$ cat src/rtl/branch_hazard_unit_if.sv
// -----------------------------------------------------------------------------
// branch_hazard_unit_if
//   Bundles the decode/execute-stage fields consumed by branch_hazard_unit and
//   the control responses it returns to the decode-stage control decoder.
//
//   Handshake: jump_start is a level request from the decoder. It is accepted
//   on a rising clock edge only while the unit is idle (busy=0) and no load-use
//   stall is requested in that same cycle. The decoder keeps presenting the
//   same instruction until branch_status returns to 00 after the 10 phase, so
//   no separate ready signal exists; busy doubles as "not ready".
//
//   Signals (master = decode/execute pipeline side, slave = hazard unit):
//     jump_start      m->s  control-transfer instruction in decode
//     id_rs1/id_rs2   m->s  decode-stage source register indices
//     id_uses_rs1/2   m->s  decode instruction actually reads rs1/rs2
//     ex_rd           m->s  execute-stage destination register index
//     ex_mem_read     m->s  execute-stage instruction is a load
//     ex_branch_cond  m->s  comparator result for the branch in EX
//     branch_status   s->m  00 idle/hold, 01 redirect, 10 release
//     take_branch     s->m  latched branch outcome (valid while status==01)
//     want_stall      s->m  load-use stall request
//     kill_decode     s->m  squash the decode-stage slot
//     busy            s->m  branch sequence in progress
// -----------------------------------------------------------------------------
interface branch_hazard_unit_if #(
    parameter int REG_ADDR_W = 5
);
    logic                  jump_start;
    logic [REG_ADDR_W-1:0] id_rs1;
    logic [REG_ADDR_W-1:0] id_rs2;
    logic                  id_uses_rs1;
    logic                  id_uses_rs2;
    logic [REG_ADDR_W-1:0] ex_rd;
    logic                  ex_mem_read;
    logic                  ex_branch_cond;
    logic [1:0]            branch_status;
    logic                  take_branch;
    logic                  want_stall;
    logic                  kill_decode;
    logic                  busy;

    modport master (
        output jump_start, id_rs1, id_rs2, id_uses_rs1, id_uses_rs2,
               ex_rd, ex_mem_read, ex_branch_cond,
        input  branch_status, take_branch, want_stall, kill_decode, busy
    );

    modport slave (
        input  jump_start, id_rs1, id_rs2, id_uses_rs1, id_uses_rs2,
               ex_rd, ex_mem_read, ex_branch_cond,
        output branch_status, take_branch, want_stall, kill_decode, busy
    );
endinterface

$ cat src/rtl/branch_hazard_unit.sv
// -----------------------------------------------------------------------------
// branch_hazard_unit
//   Sequences every control-transfer instruction through HOLD (RESOLVE_CYCLES
//   cycles), REDIRECT (1 cycle) and RELEASE (1 cycle), latching the branch
//   comparator result on the last HOLD cycle. Independently raises a
//   combinational load-use stall request while idle.
//
//   Parameters:
//     RESOLVE_CYCLES  cycles spent in HOLD before ex_branch_cond is sampled
//                     (legal range 1..15)
//     REG_ADDR_W      register index width
//
//   Ports:
//     clk          system clock, rising edge
//     rst_n        asynchronous active-low reset
//     bus          branch_hazard_unit_if slave modport (see interface header)
//     dbg_state_o  current FSM state (0 IDLE, 1 HOLD, 2 REDIRECT, 3 RELEASE)
// -----------------------------------------------------------------------------
module branch_hazard_unit #(
    parameter int RESOLVE_CYCLES = 2,
    parameter int REG_ADDR_W     = 5
) (
    input  logic                  clk,
    input  logic                  rst_n,
    branch_hazard_unit_if.slave   bus,
    output logic [1:0]            dbg_state_o
);

    typedef enum logic [1:0] {
        ST_IDLE     = 2'd0,
        ST_HOLD     = 2'd1,
        ST_REDIRECT = 2'd2,
        ST_RELEASE  = 2'd3
    } state_e;

    // Counter counts down to zero, so a load of RESOLVE_CYCLES-1 gives exactly
    // RESOLVE_CYCLES cycles in HOLD.
    localparam logic [3:0] CNT_LOAD = 4'(RESOLVE_CYCLES - 1);

    state_e     state_q, state_d;
    logic [3:0] cnt_q,   cnt_d;
    logic       take_q,  take_d;

    logic [REG_ADDR_W-1:0] id_rs1;
    logic [REG_ADDR_W-1:0] id_rs2;
    logic [REG_ADDR_W-1:0] ex_rd;
    logic                  hazard;

    assign id_rs1 = bus.id_rs1;
    assign id_rs2 = bus.id_rs2;
    assign ex_rd  = bus.ex_rd;

    // Load-use hazard: a load in EX writes a register the decode instruction
    // reads. x0 is hard-wired zero, so it never needs a stall.
    assign hazard = bus.ex_mem_read
                 && (ex_rd != '0)
                 && ((bus.id_uses_rs1 && (id_rs1 == ex_rd))
                  || (bus.id_uses_rs2 && (id_rs2 == ex_rd)));

    always_ff @(posedge clk or negedge rst_n) begin
        if (!rst_n) begin
            state_q <= ST_IDLE;
            cnt_q   <= 4'd0;
            take_q  <= 1'b0;
        end else begin
            state_q <= state_d;
            cnt_q   <= cnt_d;
            take_q  <= take_d;
        end
    end

    always_comb begin
        state_d           = state_q;
        cnt_d             = cnt_q;
        take_d            = take_q;
        bus.branch_status = 2'b00;
        bus.kill_decode   = 1'b0;
        bus.want_stall    = 1'b0;
        bus.busy          = 1'b1;

        unique case (state_q)
            ST_IDLE: begin
                bus.busy       = 1'b0;
                // Stall is only meaningful here: outside IDLE the branch
                // sequence already holds decode.
                bus.want_stall = hazard;
                // A simultaneous stall wins; jump_start is re-sampled next cycle.
                if (bus.jump_start && !hazard) begin
                    state_d = ST_HOLD;
                    cnt_d   = CNT_LOAD;
                end
            end
            ST_HOLD: begin
                if (cnt_q == 4'd0) begin
                    take_d  = bus.ex_branch_cond;
                    state_d = ST_REDIRECT;
                end else begin
                    cnt_d = cnt_q - 4'd1;
                end
            end
            ST_REDIRECT: begin
                bus.branch_status = 2'b01;
                bus.kill_decode   = 1'b1;
                state_d           = ST_RELEASE;
            end
            ST_RELEASE: begin
                bus.branch_status = 2'b10;
                state_d           = ST_IDLE;
            end
            default: begin
                state_d = ST_IDLE;
            end
        endcase
    end

    assign bus.take_branch = take_q;
    assign dbg_state_o     = state_q;

endmodule

$ cat src/flat_wrapper.sv
// flat-port wrapper written by rule: the top's interface ports become plain ports
module branch_hazard_unit_flat 
#(
    parameter int RESOLVE_CYCLES = 2,
    parameter int REG_ADDR_W     = 5
)
  (clk, rst_n, dbg_state_o, bus_jump_start, bus_id_rs1, bus_id_rs2, bus_id_uses_rs1, bus_id_uses_rs2, bus_ex_rd, bus_ex_mem_read, bus_ex_branch_cond, bus_branch_status, bus_take_branch, bus_want_stall, bus_kill_decode, bus_busy);
  branch_hazard_unit_if #(.REG_ADDR_W(REG_ADDR_W)) bus_i ();
  input  logic clk;
  input  logic rst_n;
  output logic [1:0] dbg_state_o;
  input wire logic [$bits(bus_i.jump_start)-1:0] bus_jump_start;
  input wire logic [$bits(bus_i.id_rs1)-1:0] bus_id_rs1;
  input wire logic [$bits(bus_i.id_rs2)-1:0] bus_id_rs2;
  input wire logic [$bits(bus_i.id_uses_rs1)-1:0] bus_id_uses_rs1;
  input wire logic [$bits(bus_i.id_uses_rs2)-1:0] bus_id_uses_rs2;
  input wire logic [$bits(bus_i.ex_rd)-1:0] bus_ex_rd;
  input wire logic [$bits(bus_i.ex_mem_read)-1:0] bus_ex_mem_read;
  input wire logic [$bits(bus_i.ex_branch_cond)-1:0] bus_ex_branch_cond;
  output wire logic [$bits(bus_i.branch_status)-1:0] bus_branch_status;
  output wire logic [$bits(bus_i.take_branch)-1:0] bus_take_branch;
  output wire logic [$bits(bus_i.want_stall)-1:0] bus_want_stall;
  output wire logic [$bits(bus_i.kill_decode)-1:0] bus_kill_decode;
  output wire logic [$bits(bus_i.busy)-1:0] bus_busy;
  assign bus_i.jump_start = bus_jump_start;
  assign bus_i.id_rs1 = bus_id_rs1;
  assign bus_i.id_rs2 = bus_id_rs2;
  assign bus_i.id_uses_rs1 = bus_id_uses_rs1;
  assign bus_i.id_uses_rs2 = bus_id_uses_rs2;
  assign bus_i.ex_rd = bus_ex_rd;
  assign bus_i.ex_mem_read = bus_ex_mem_read;
  assign bus_i.ex_branch_cond = bus_ex_branch_cond;
  assign bus_branch_status = bus_i.branch_status;
  assign bus_take_branch = bus_i.take_branch;
  assign bus_want_stall = bus_i.want_stall;
  assign bus_kill_decode = bus_i.kill_decode;
  assign bus_busy = bus_i.busy;
  branch_hazard_unit #(.RESOLVE_CYCLES(RESOLVE_CYCLES), .REG_ADDR_W(REG_ADDR_W)) u_core (.clk(clk), .rst_n(rst_n), .bus(bus_i), .dbg_state_o(dbg_state_o));
endmodule
$ cat config.mk
export PLATFORM = sky130hd
export DESIGN_NAME = branch_hazard_unit_flat
export DESIGN_NICKNAME = d
export VERILOG_FILES = /design/src/rtl/branch_hazard_unit_if.sv /design/src/rtl/branch_hazard_unit.sv /design/src/flat_wrapper.sv
export SDC_FILE = /design/constraint.sdc
export NUM_CORES = 1
export LEC_CHECK = 0
export ABC_AREA = 1
export CORE_MARGIN = 2
export CORE_UTILIZATION = 37
export DETAILED_ROUTE_END_ITERATION = 8
export MAX_ROUTING_LAYER = met4
export PLACE_DENSITY = 0.78
export SETUP_SLACK_MARGIN = 0.2
export SKIP_CTS_REPAIR_TIMING = 1
export SYNTH_ARGS = -nofsm -noshare
export SYNTH_HDL_FRONTEND = slang
export SYNTH_SLANG_ARGS = --single-unit
$ cat constraint.sdc
create_clock -name clk -period 1.4 [get_ports clk]
set_input_delay 0.28 -clock clk [delete_from_list [all_inputs] [get_ports clk]]
set_output_delay 0.28 -clock clk [all_outputs]
set_load 0.05 [all_outputs]
Yosys cells after proc, flatten, opt, wreduce, memory -nomap -nowiden:

Index checks and enable logic that the tools add are counted.

* bits in registers: 7
* latch bits: 0
* RAM bits: 0
* memory bits (read-only): 0
* bits of input ports: 22
* output and inout port bits: 8
* word-level logic and storage cells: 36
* memories kept: 0

* $add $sub $neg: 1
* multiply operators: 0
* divide/modulo/power cells: 0
* $lt $le $gt $ge: 0
* equality and inequality tests: 8
* shift-type cells: 0
* multiplexer cells: 10
* bitwise logic cells: 0
* reductions and logical operators: 14

Operators with widths (count)
* $eq A5 B5 Y1: 2
* $mux W4: 2
* $pmux W2 S4: 1
* $pmux W4 S2: 1
* $logic_and A1 B1 Y1: 5
* $reduce_bool A5 Y1: 1
* $eq A2 B2 Y1 const B: 2
* $logic_not A4 Y1: 1
* $mux W2: 2
* $ne A2 B1 Y1 const B: 2
* $pmux W2 S2: 1
* $reduce_and A2 Y1: 2
* $sub A4 B1 Y4 const B: 1
* $mux W1: 3
* $reduce_and A3 Y1: 1
* $eq A2 B1 Y1 const B: 1
* $logic_not A2 Y1: 1
* $ne A2 B2 Y1 const B: 1
* $reduce_bool A2 Y1: 1
* $logic_not A1 Y1: 1
* $logic_or A1 B1 Y1: 1

Logic depth before layout (Yosys ltp):

Gate-level depths: netlist of run 1.

* depth after elaboration: 8
* gate-level depth with buffers: 10
* depth with buffers taken out: 10

Worst setup path before layout of run 1:

No wires, ideal clock.

* path type: register -> register
* start: register u_core.state_q[0] (netlist: u_core.dbg_state_o[0])
* end: register u_core.state_q[0] (netlist: u_core.dbg_state_o[0])
* setup time: 0.120 ns
* arrival: 1.719 ns
* slack: -0.439 ns
* stages on the path, launching flop included: 9
* path buffers: 1
* period minus slack after synthesis: 1.839 ns
* path through: dfrtp_1 inv_1 ha_1 inv_2 or2_2 buf_4 nand3_2 nand2_1 nand2_1

* cells in the longest elaborated chain, start to end: 3

Ends and longest elaborated chain
* from (decl): RTL line branch_hazard_unit.sv:40 `state_e state_q, state_d;`
* from (signal assigned): RTL line branch_hazard_unit.sv:66 `state_q <= state_d;`
* $eq A2 B1 Y1 / $logic_not A2 Y1 (equally long branches): RTL line branch_hazard_unit.sv:81 `unique case (state_q)`
* $ne A2 B1 Y1 (no line)
* $reduce_and A2 Y1 (no line)

Several ways; a longest one is shown, not always the timed one.
A chain may end at the register's enable or synchronous reset.

Worst setup path after layout of run 1:

* start: register u_core.state_q[0] (netlist: u_core.dbg_state_o[0])
* end: output port bus_want_stall

* cells in the longest elaborated chain, start to end: 2

Ends and longest elaborated chain
* $logic_not A2 Y1: RTL line branch_hazard_unit.sv:81
* $mux W1: RTL line branch_hazard_unit.sv:81
* to (decl): RTL line flat_wrapper.sv:22 `output wire logic [$bits(bus_i.want_stall)-1:0] bus_want_stall;`

Every way passes these cells.

==> impl_metrics.toml, run 1 <==
[critical_path]
path_max_fanout = 3
worstSetupEndpointType = "primary output"
worstPathArrival_ns = 1.28
slowest_delay_ns = 0.42
crit_buf_inv = 4
cpMostUsedCell = "inv_2"
path_delay_family = "flip-flops"
startpoint_type = "flip-flop"
slowest_stage = "dfrtp_2"
path_class = "reg2out"
required_ns = 1.12
path_cells = "inv_2 > ha_4 > nand3_2 > inv_2 > nand2_4 > clkinvlp_4 > buf_12"

[cts]
htreeDepth = 1
cts.path.max_buffers = 2
cts_buffers = 3
clkTransAtPathRegs_ns = 0.05
clk_latency_ns = 0.24
cts_sinks = 7
tritoncts = "done"
clockRootBuffer = "clkbuf_4"

[global_route]
grt_pass1_wl_um = 2910
antenna_found_initial = 0
first_global_vias = 744
grt_use_total_pct = 18.7
grt_max_degree = 9
grt_overflow = 0

[timing]
max_freq_mhz = 641
fin_crit_sh_pct = 111
relSlewSlack_pct = 79.7
final_max_slew_viol_count = 0
whs_ns = 0.293
rsz0062_at_grt = "true"
fin_skew_ns = 0.00236
setup_viol = 5
finalCriticalPeriod_ns = 1.56
finalSetupTns_ns = -0.427
finalWorstSetupSlack_ns = -0.160
hold_viol = 0
worst_pin_slew_ns = 0.303

[logic_synthesis]
ys_types = 18
yosysWarnings = 0
postSynthCellCount = 116
synth_area_leaders = "dfrtp_1 (24%), nand2_1 (22%), inv_1 (10%)"
ys_ff_latch = 7
synth-seq-area-share_pct = 24.4
postSynthAreaPerCell_um2 = 6.18
syn_nets = 143
synth_top_area_share_pct = 24.4
yosys.area.top_type = "dfrtp_1"
synth_area_um2 = 717

[cells_and_area]
drive_gt1_share_pct = 34.4
fin_nets = 188
diodes = 0
nFillCells = 133
final_cells = 185
syn_to_final_growth_pct = 88.3

[outcome]
status = "finished with violations"
violations = "negative setup slack"

[job]
cap_violations = 0

[place]
hpwl_um = 1620
io_buffers = 29
place_inst = 177
pre_cts_ws_ns = -0.411
routabilityCongestion = 0.766

[die]
die_h_um = 48.0
die_w_um = 48.0
start_util_pct = 40.2
row_count = 15
ios = 30
core-area_mm2 = 0.00178
dieArea_mm2 = 0.00231

[drt]
drt_iter0_markers = 17
ant_nets = 0
vias = 878
wl_per_cell_um = 12.2
drt_pass1_iterations = 4
via_per_inst = 4.75
route.detailed.drc = 0
totalWireLength_um = 2270

[power]
p_leak_nw = 0.833
power.density_mw_per_mm2 = 2000
ir_drop_mv = 1.36

[worst_hold_path]
hp-class = "in2async"
[cells in the mapped netlist]
cell type	instances
or2_2	3
nand4_1	8
buf_4	2
nand2_2	1
nand3_4	1
nor2_1	8
nand2_1	42
nand3_1	4
a21oi_1	2
nor2_2	2
mux2_2	1
nand3_2	1
o21ai_0	3
ha_1	5
inv_1	20
inv_2	5
nand2_4	1
dfrtp_1	7
[power by group]
group	switching, mW	total [mW]	leakage (nW)	internal, mW
clock network	0.0611	0.169	0.0150	0.108
registers	0.0782	0.390	0.0856	0.312
logic	1.14	2.14	0.732	1.01
[worst paths after layout]
| kind | start | to | slack, ns | cells past startpoint |
|---|---|---|---|---|
| setup / recovery | u_core.dbg_state_o[0]$_DFFE_PN0P_ | bus_want_stall | -0.16 | 7 |
| hold / removal | rst_n | u_core.bus.take_branch$_DFFE_PN0P_ | 0.29 | 1 |
| setup reg to reg | u_core.dbg_state_o[1]$_DFFE_PN0P_ | u_core.cnt_q[3]$_DFFE_PN0P_ | 0 | 7 |
| hold reg to reg | u_core.cnt_q[1]$_DFFE_PN0P_ | u_core.cnt_q[1]$_DFFE_PN0P_ | 0.49 | 2 |
| max in group asynchronous | rst_n | u_core.dbg_state_o[0]$_DFFE_PN0P_ | 0.86 | 1 |
| min in group clk | u_core.cnt_q[1]$_DFFE_PN0P_ | u_core.cnt_q[1]$_DFFE_PN0P_ | 0.49 | 2 |
[kinds of logic (layout without fill, tap and decap cells)]
kind of cell,Yosys count,after routing,synth area share [%]
mux,1,1,1.57
buf+inv,27,71,15.2
compound gates,5,5,3.49
simple gates,71,71,46.6
fa+ha+maj,5,5,8.73
flops,7,7,24.4
[cells in the final DEF (no fill, tap or decap), drive strengths merged]
| master | n |
|---|---|
| a21oi | 2 |
| buf | 21 |
| clkbuf | 4 |
| clkdlybuf4s50 | 4 |
| clkinvlp | 1 |
| dfrtp | 7 |
| dlymetal6s2s | 17 |
| ha | 5 |
| inv | 24 |
| mux2 | 1 |
| nand2 | 44 |
| nand3 | 6 |
| nand4 | 8 |
| nor2 | 10 |
| o21ai | 3 |
| or2 | 3 |
[registers in the layout, indices dropped and copies added, names as in the netlist]
signal	cells
u_core.bus.take_branch	1
u_core.cnt_q	4
u_core.dbg_state_o	2
[metal layers]
layer	part of all wire [%]	track usage (%)
met1	41	21.9
met3	5.4	3.02
met4	2.1	6.49
met5	0	-
met2	52	32.0
[through the flow]
stage	cell area [um^2]	utilization [%]	total power, mW
after floorplan	746	-	1.50
after global placement	1200	67.3	2.24
after detailed placement	1200	67.3	2.29
after CTS	1230	68.8	2.48
after global routing	1350	75.7	2.90
final	1350	75.7	2.70
[cell type report]
| cell class | count | area [um^2] | share of cell area [%] |
|---|---|---|---|
| Multi-Input combinational cell | 82 | 500 | 37.1 |
| Tap cell | 25 | 31.3 | 2.32 |
| Clock buffer | 4 | 26.3 | 1.95 |
| Inverter | 25 | 100 | 7.41 |
| Sequential cell | 7 | 178 | 13.2 |
| Timing Repair Buffer | 42 | 514 | 38.1 |
Note: power is estimated with default switching activity, not from simulation.
==> run 2, diff against run 1 <==
--- a/config.mk
+++ b/config.mk
@@ -6,6 +6,7 @@
 export NUM_CORES = 1
 export LEC_CHECK = 0
 export ABC_AREA = 1
+export ABC_CLOCK_PERIOD_IN_PS = 1400
 export CORE_MARGIN = 2
 export CORE_UTILIZATION = 37
 export DETAILED_ROUTE_END_ITERATION = 8
==> results of run 2 <==
Final layout, timing and power as in run 1 (identical DEF).
